File: src/rtl/mult_pkg.sv
// Shared definitions for the tiled Wallace multiplier.
// The FIX state only exists when SIGNED_MODE_EN is defined.
package mult_pkg;

  localparam int TILE_W  = 8;
  localparam int STATE_W = 2;

  typedef enum logic [STATE_W-1:0] {
    ST_IDLE = 2'd0,
    ST_MUL  = 2'd1,
`ifdef SIGNED_MODE_EN
    ST_FIX  = 2'd2,
`endif
    ST_DONE = 2'd3
  } st_e;

  // Number of byte tiles in an operand of width w.
  function automatic int tile_count(input int w);
    return w / TILE_W;
  endfunction

endpackage

File: src/rtl/wallace_tiled_mult_tile_mul8.sv
// tile_mul8: combinational 8x8 unsigned Wallace-tree multiplier.
// Partial-product bits are kept as per-column bit bags; every stage feeds
// groups of three through full adders and a leftover pair through a half
// adder, until each column holds at most two bits. A final adder sums the
// two remaining rows. Column heights do not depend on data, so the loops
// unroll into a fixed adder network.
module tile_mul8 (
  input  logic [7:0]  x,
  input  logic [7:0]  y,
  output logic [15:0] p
);

  localparam int COLS   = 16;
  localparam int MAXH   = 16;
  localparam int STAGES = 6;
  localparam int GROUPS = 5;

  // Partial products, Wallace column reduction, and the final two-row add.
  always_comb begin : wallace
    logic [MAXH-1:0] cur [COLS+1];
    logic [MAXH-1:0] nxt [COLS+1];
    int              h   [COLS+1];
    int              nh  [COLS+1];
    logic [COLS-1:0] row0;
    logic [COLS-1:0] row1;
    logic            busy;
    int              k;
    logic            x0;
    logic            x1;
    logic            x2;

    for (int c = 0; c <= COLS; c++) begin
      cur[c] = '0;
      nxt[c] = '0;
      h[c]   = 0;
      nh[c]  = 0;
    end
    busy = 1'b0;
    k    = 0;
    x0   = 1'b0;
    x1   = 1'b0;
    x2   = 1'b0;
    row0 = '0;
    row1 = '0;

    for (int r = 0; r < 8; r++) begin
      for (int c = 0; c < 8; c++) begin
        cur[r+c][h[r+c]] = x[c] & y[r];
        h[r+c]           = h[r+c] + 1;
      end
    end

    for (int s = 0; s < STAGES; s++) begin
      busy = 1'b0;
      for (int c = 0; c < COLS; c++) begin
        busy = busy | (h[c] > 2);
      end
      for (int c = 0; c <= COLS; c++) begin
        nxt[c] = '0;
        nh[c]  = 0;
      end
      if (busy) begin
        for (int c = 0; c < COLS; c++) begin
          for (int g = 0; g < GROUPS; g++) begin
            k  = 3 * g;
            x0 = cur[c][k];
            x1 = cur[c][k+1];
            x2 = cur[c][k+2];
            if (k + 2 < h[c]) begin
              nxt[c][nh[c]]     = x0 ^ x1 ^ x2;
              nh[c]             = nh[c] + 1;
              nxt[c+1][nh[c+1]] = (x0 & x1) | (x0 & x2) | (x1 & x2);
              nh[c+1]           = nh[c+1] + 1;
            end else if (k + 1 < h[c]) begin
              nxt[c][nh[c]]     = x0 ^ x1;
              nh[c]             = nh[c] + 1;
              nxt[c+1][nh[c+1]] = x0 & x1;
              nh[c+1]           = nh[c+1] + 1;
            end else if (k < h[c]) begin
              nxt[c][nh[c]] = x0;
              nh[c]         = nh[c] + 1;
            end else begin
              nh[c] = nh[c];
            end
          end
        end
        for (int c = 0; c <= COLS; c++) begin
          cur[c] = nxt[c];
          h[c]   = nh[c];
        end
      end else begin
        busy = 1'b0;
      end
    end

    // Entries above a column's height are always zero.
    for (int c = 0; c < COLS; c++) begin
      row0[c] = cur[c][0];
      row1[c] = cur[c][1];
    end
    p = row0 + row1;
  end

endmodule

File: src/rtl/wallace_tiled_mult.sv
// wallace_tiled_mult: sequential WIDTHxWIDTH multiplier built from one shared
// 8x8 Wallace tile. One tile product per MUL cycle (a tile outer, b tile
// inner) is shifted into a 2*WIDTH accumulator; the result is held in DONE
// until the consumer takes it.
// Optional build macro SIGNED_MODE_EN adds the sgn port and the FIX state,
// which negates the magnitude product when the operand signs differ.
module wallace_tiled_mult
  import mult_pkg::*;
#(
  parameter int WIDTH = 16
) (
  input  logic               clk,
  input  logic               rst,
  input  logic               in_valid,
  output logic               in_ready,
  input  logic [WIDTH-1:0]   a,
  input  logic [WIDTH-1:0]   b,
`ifdef SIGNED_MODE_EN
  input  logic               sgn,
`endif
  output logic               out_valid,
  input  logic               out_ready,
  output logic [2*WIDTH-1:0] product
);

  localparam int N  = tile_count(WIDTH);
  localparam int PW = 2 * WIDTH;
  localparam int CW = (N > 1) ? $clog2(N) : 1;

  if (((WIDTH % TILE_W) != 0) || (WIDTH < TILE_W)) begin : g_bad_width
    $error("wallace_tiled_mult: WIDTH must be a multiple of 8 and at least 8");
  end

  st_e             state_q, state_d;
  logic [WIDTH-1:0] a_q, a_d;
  logic [WIDTH-1:0] b_q, b_d;
  logic [PW-1:0]    acc_q, acc_d;
  logic [CW-1:0]    i_q, i_d;
  logic [CW-1:0]    j_q, j_d;
  logic             in_ready_q, in_ready_d;
  logic             out_valid_q, out_valid_d;
  logic [PW-1:0]    product_q, product_d;
`ifdef SIGNED_MODE_EN
  logic             neg_q, neg_d;
`endif

  logic [TILE_W-1:0]   tile_a;
  logic [TILE_W-1:0]   tile_b;
  logic [2*TILE_W-1:0] tile_prod;
  logic [PW-1:0]       shifted;
  logic [PW-1:0]       acc_sum;
  logic                last_tile;
  logic                last_j;

`ifdef SIGNED_MODE_EN
  // Two's-complement magnitude; the most negative value maps to 2^(WIDTH-1).
  function automatic logic [WIDTH-1:0] magnitude(input logic [WIDTH-1:0] v,
                                                 input logic             is_signed);
    logic [WIDTH-1:0] r;
    if (is_signed && v[WIDTH-1]) begin
      r = ~v + WIDTH'(1);
    end else begin
      r = v;
    end
    return r;
  endfunction
`endif

  tile_mul8 u_tile (
    .x (tile_a),
    .y (tile_b),
    .p (tile_prod)
  );

  // Select the current tile pair and add its weighted product to the accumulator.
  always_comb begin
    tile_a    = a_q[int'(i_q) * TILE_W +: TILE_W];
    tile_b    = b_q[int'(j_q) * TILE_W +: TILE_W];
    shifted   = PW'(tile_prod) << (TILE_W * (int'(i_q) + int'(j_q)));
    acc_sum   = acc_q + shifted;
    last_j    = (j_q == CW'(N - 1));
    last_tile = last_j && (i_q == CW'(N - 1));
  end

  // Next-state and next-output logic for the IDLE/MUL/(FIX)/DONE sequence.
  always_comb begin
    state_d     = state_q;
    a_d         = a_q;
    b_d         = b_q;
    acc_d       = acc_q;
    i_d         = i_q;
    j_d         = j_q;
    in_ready_d  = in_ready_q;
    out_valid_d = out_valid_q;
    product_d   = product_q;
`ifdef SIGNED_MODE_EN
    neg_d       = neg_q;
`endif
    case (state_q)
      ST_IDLE: begin
        in_ready_d  = 1'b1;
        out_valid_d = 1'b0;
        product_d   = '0;
        if (in_valid) begin
`ifdef SIGNED_MODE_EN
          a_d   = magnitude(a, sgn);
          b_d   = magnitude(b, sgn);
          neg_d = sgn & (a[WIDTH-1] ^ b[WIDTH-1]);
`else
          a_d   = a;
          b_d   = b;
`endif
          acc_d      = '0;
          i_d        = '0;
          j_d        = '0;
          in_ready_d = 1'b0;
          state_d    = ST_MUL;
        end else begin
          state_d = ST_IDLE;
        end
      end
      ST_MUL: begin
        acc_d = acc_sum;
        if (last_tile) begin
          i_d = '0;
          j_d = '0;
`ifdef SIGNED_MODE_EN
          state_d = ST_FIX;
`else
          state_d     = ST_DONE;
          out_valid_d = 1'b1;
          product_d   = acc_sum;
`endif
        end else if (last_j) begin
          j_d = '0;
          i_d = i_q + CW'(1);
        end else begin
          j_d = j_q + CW'(1);
        end
      end
`ifdef SIGNED_MODE_EN
      ST_FIX: begin
        if (neg_q) begin
          product_d = ~acc_q + PW'(1);
        end else begin
          product_d = acc_q;
        end
        out_valid_d = 1'b1;
        state_d     = ST_DONE;
      end
`endif
      ST_DONE: begin
        if (out_ready) begin
          out_valid_d = 1'b0;
          product_d   = '0;
          in_ready_d  = 1'b1;
          state_d     = ST_IDLE;
        end else begin
          state_d = ST_DONE;
        end
      end
      default: begin
        state_d     = ST_IDLE;
        in_ready_d  = 1'b1;
        out_valid_d = 1'b0;
        product_d   = '0;
      end
    endcase
  end

  // State and registered outputs; rst wins over any handshake on the same edge.
  always_ff @(posedge clk) begin
    if (rst) begin
      state_q     <= ST_IDLE;
      a_q         <= '0;
      b_q         <= '0;
      acc_q       <= '0;
      i_q         <= '0;
      j_q         <= '0;
      in_ready_q  <= 1'b1;
      out_valid_q <= 1'b0;
      product_q   <= '0;
`ifdef SIGNED_MODE_EN
      neg_q       <= 1'b0;
`endif
    end else begin
      state_q     <= state_d;
      a_q         <= a_d;
      b_q         <= b_d;
      acc_q       <= acc_d;
      i_q         <= i_d;
      j_q         <= j_d;
      in_ready_q  <= in_ready_d;
      out_valid_q <= out_valid_d;
      product_q   <= product_d;
`ifdef SIGNED_MODE_EN
      neg_q       <= neg_d;
`endif
    end
  end

  assign in_ready  = in_ready_q;
  assign out_valid = out_valid_q;
  assign product   = product_q;

endmodule
File: config.mk
export PLATFORM = sky130hd
export DESIGN_NAME = wallace_tiled_mult
export DESIGN_NICKNAME = d
export VERILOG_FILES = /design/src/rtl/mult_pkg.sv /design/src/rtl/wallace_tiled_mult_tile_mul8.sv /design/src/rtl/wallace_tiled_mult.sv
export SDC_FILE = /design/constraint.sdc
export NUM_CORES = 1
export LEC_CHECK = 0
export BUFFER_PORTS_ARGS = -buffer_cell sky130_fd_sc_hd__buf_2
export CORE_ASPECT_RATIO = 1.5
export CORE_MARGIN = 5
export CORE_UTILIZATION = 61
export CTS_CLUSTER_DIAMETER = 150
export CTS_CLUSTER_SIZE = 28
export DETAILED_ROUTE_END_ITERATION = 8
export HOLD_SLACK_MARGIN = 0.02
export PLACE_DENSITY = 0.82
export SETUP_SLACK_MARGIN = 0.3
export SLEW_MARGIN = 40
export SYNTH_ARGS = -nofsm -noshare
export SYNTH_HDL_FRONTEND = slang
export SYNTH_SLANG_ARGS = --single-unit
File: constraint.sdc
create_clock -name clk -period 9.15 [get_ports clk]
set_input_delay 0.915 -clock clk [delete_from_list [all_inputs] [get_ports clk]]
set_output_delay 0.915 -clock clk [all_outputs]
set_load 0.01 [all_outputs]
==> results_dict.tcl <==
set metrics [dict create \
    setup_tns_ps 0 \
    n_antenna_cell 0 \
    fmax_mhz 125 \
    vdd_drop_max_mv 0.0809 \
    maxCapViolCount 0 \
    synth_edf_count 0 \
    die_w_um 99.8 \
    ys_top_cells_by_area "dfxtp_1 (28%), ha_1 (11%), fa_1 (11%)" \
    rows 49 \
    die-area_um2 14400 \
    routed-via-count 6496 \
    finalCriticalPeriod_ps 8010 \
    combPwrFrac_pct 14.5 \
    clock_sink_count 102 \
    grt_first_pass_wirelength_mm 30.3 \
    crit_fanout 13 \
    p_sw_share_pct 29.7 \
    drt_iter0_markers 301 \
    initial_utilization_pct 61.7 \
    whs_endpoint "product[7]" \
    rsz0062_at_grt "false" \
    ys_top_cells_by_count "nand2_1 (133), nor2_1 (110), dfxtp_1 (102)" \
    instances_no_fill 1112 \
    syn_area_per_cell_um2 8.12 \
    cts_made_buffers 9 \
    nets 1093 \
    rrSetupSlack_ps 1140 \
    ys_seq_area_share_pct 27.7 \
    postRouteAntennaNets 0 \
    reg2reg_to "product[28]" \
    status "finished, final reports clean" \
    dp_hpwl_mm 14.4 \
    ys_ff_latch 102 \
    drc 0 \
    end_kind "flip-flop" \
    cts.clk_slew.worst_paths_ps 80 \
    p_sw_mw 0.296 \
    worstMarginPinSlew_ps 796 \
    holdBufCountCts 0 \
    die_y_um 145 \
    timing_worst_setup_path_type "reg -> reg" \
    drive_above_1_share_pct 12.3 \
    wl_mm 18.4 \
    fin_crit_sh_pct 87.5 \
    worst_path_largest_cell_delay_ps 750 \
    ys_warn_count 0 \
    hold_depth 2 \
    multi_input_area_um2 4980 \
    internal-power_mw 0.699 \
    areaGrowthSynthToFinish_pct 9.93 \
    arrival_ps 8230 \
    netlist.area_leader.share_pct 27.7 \
    slowest_stage "mux2i_1" \
    synthFlopType "dfxtp_1" \
    cts_resized 0 \
    io-pin-count 70 \
    first_pass_iters 5 \
    finalSetupViolations 0 \
    start_kind "flip-flop" \
    clock_latency_ps 360 \
    syn_nets 1047 \
    hp-class "reg -> reg" \
    skew_ps 7.98 \
    dpl.cell_count 1096 \
    cts_tree "yes" \
    core_area_um2 12000 \
    h-tree-depth 3 \
    wl_per_cell_um 16.6 \
    clk_path_buf_depth 2 \
    r2r-start "j_q" \
    yosysTopAreaCell "dfxtp_1" \
    finalHoldViolations 0 \
    leakage_nw 3.81 \
    synth.most_common_cell "nand2_1" \
    antenna_found_initial 0 \
    postSynthCellCount 908 \
    slew_violations 0 \
    async_flop_share_pct 0 \
    hp-start "product[7]" \
    reg2regPathDepth 29 \
    required_ps 9370 \
    grt_usage_pct 26.3 \
    ys_types 51 \
    gp_congestion 0.947 \
    clkPwrFrac_pct 38.6 \
    slew_headroom_pct 45.4 \
    io_buffers 69 \
    post_cts_buffers 0 \
    grt_max_degree 78 \
    grt_overflow 0 \
    power_density_nw_per_um2 123 \
    cp-startpoint "j_q" \
    grt_pass1_vias 6526 \
    seqPwrFrac_pct 46.9 \
    fill_cells 1017 \
    cts-root-buf "clkbuf_16" \
    netlist_area_um2 7370 \
    seq_area_um2 2040 \
    vias_per_cell 5.84 \
]
[cell usage in the layout, fill, tap and decap left out, types with 14 or more instances in the layout]
cell type and count:
buf_2 69, dfxtp_1 102, nand3_1 19, fa_1 39, o21ai_0 17, nand2_1 132, ha_1 63, a22oi_1 14
nor2_1 109, mux2i_1 21, a21oi_1 99, xnor2_1 20, or2_2 14, a21o_1 18, inv_1 59, nand2b_1 14
xor2_1 18
[power groups by stage]
| stage | Combinational (mW) | Sequential (mW) | Clock (mW) |
|---|---|---|---|
| floorplan | 0.104 | 0.473 | 0 |
| global placement | 0.139 | 0.477 | 0 |
| detailed placement | 0.142 | 0.477 | 0 |
| CTS | 0.143 | 0.467 | 0.385 |
| global route | 0.160 | 0.468 | 0.403 |
| finish | 0.144 | 0.467 | 0.384 |
[stage by stage]
| stage | hold WS [ps] | worst slack, ps | area [um2] | total power, mW | utilization, % |
|---|---|---|---|---|---|
| after global placement | 435 | 1320 | 7800 | 0.616 | 65.3 |
| after detailed placement | 444 | 1210 | 7810 | 0.620 | 65.3 |
| after floorplan | 427 | 2110 | 7370 | 0.576 | - |
| after global routing | 468 | 713 | 8110 | 1.03 | 67.8 |
| final | 452 | 1140 | 8110 | 0.995 | 67.8 |
| after CTS | 455 | 1170 | 8100 | 0.995 | 67.8 |
[cell type report]
| cell class | instances | area share (%) |
|---|---|---|
| Clock buffer | 10 | 2.82 |
| Clock inverter | 6 | 0.787 |
| Inverter | 59 | 2.73 |
| Multi-Input combinational cell | 708 | 61.4 |
| Sequential cell | 102 | 25.2 |
| Tap cell | 153 | 2.36 |
| Timing Repair Buffer | 74 | 4.72 |
[critical path: cells and delay by family (launching register included)]
kind,cells,cell delay (ps)
buffers and inverters,2,90
XOR/XNOR,2,420
AO/OA/AOI/OAI,14,2880
multiplexers,2,870
AND/OR/NAND/NOR,3,360
flip-flops,1,730
adder cells (fa/ha/maj),6,2510
[routing by layer]
metal	share of wire, %	track usage, %	up-vias
met4	5.0	14.6	0
met5	0	0	-
li1	-	-	3173
met3	4.5	3.12	63
met1	37	27.5	3049
met2	53	50.3	211
[logic make-up after synthesis]
group           synth area share (%)
simple gates                    19.8
compound gates                  18.1
flops                           27.7
mux                             3.16
buf+inv                         4.99
xor+xnor                        4.82
fa+ha+maj                       21.4
[state kept, by name, indices dropped and copies added, names as in the netlist]
signal     count
acc_q         32
out_valid      1
b_q           16
in_ready       1
i_q            1
j_q            1
a_q           16
state_q        2
product       32
[worst max-delay path by stage]
stage / endpoint / slack, ps / cells after the start
6_report: product[28] / 1140 / 29
3_5_place_dp: product[28] / 1210 / 29
4_1_cts: product[28] / 1170 / 29
3_3_place_gp: product[28] / 1320 / 29
5_1_grt: product[28] / 710 / 30
2_1_floorplan: product[28] / 2110 / 30
(Power assumes the default switching activity.)
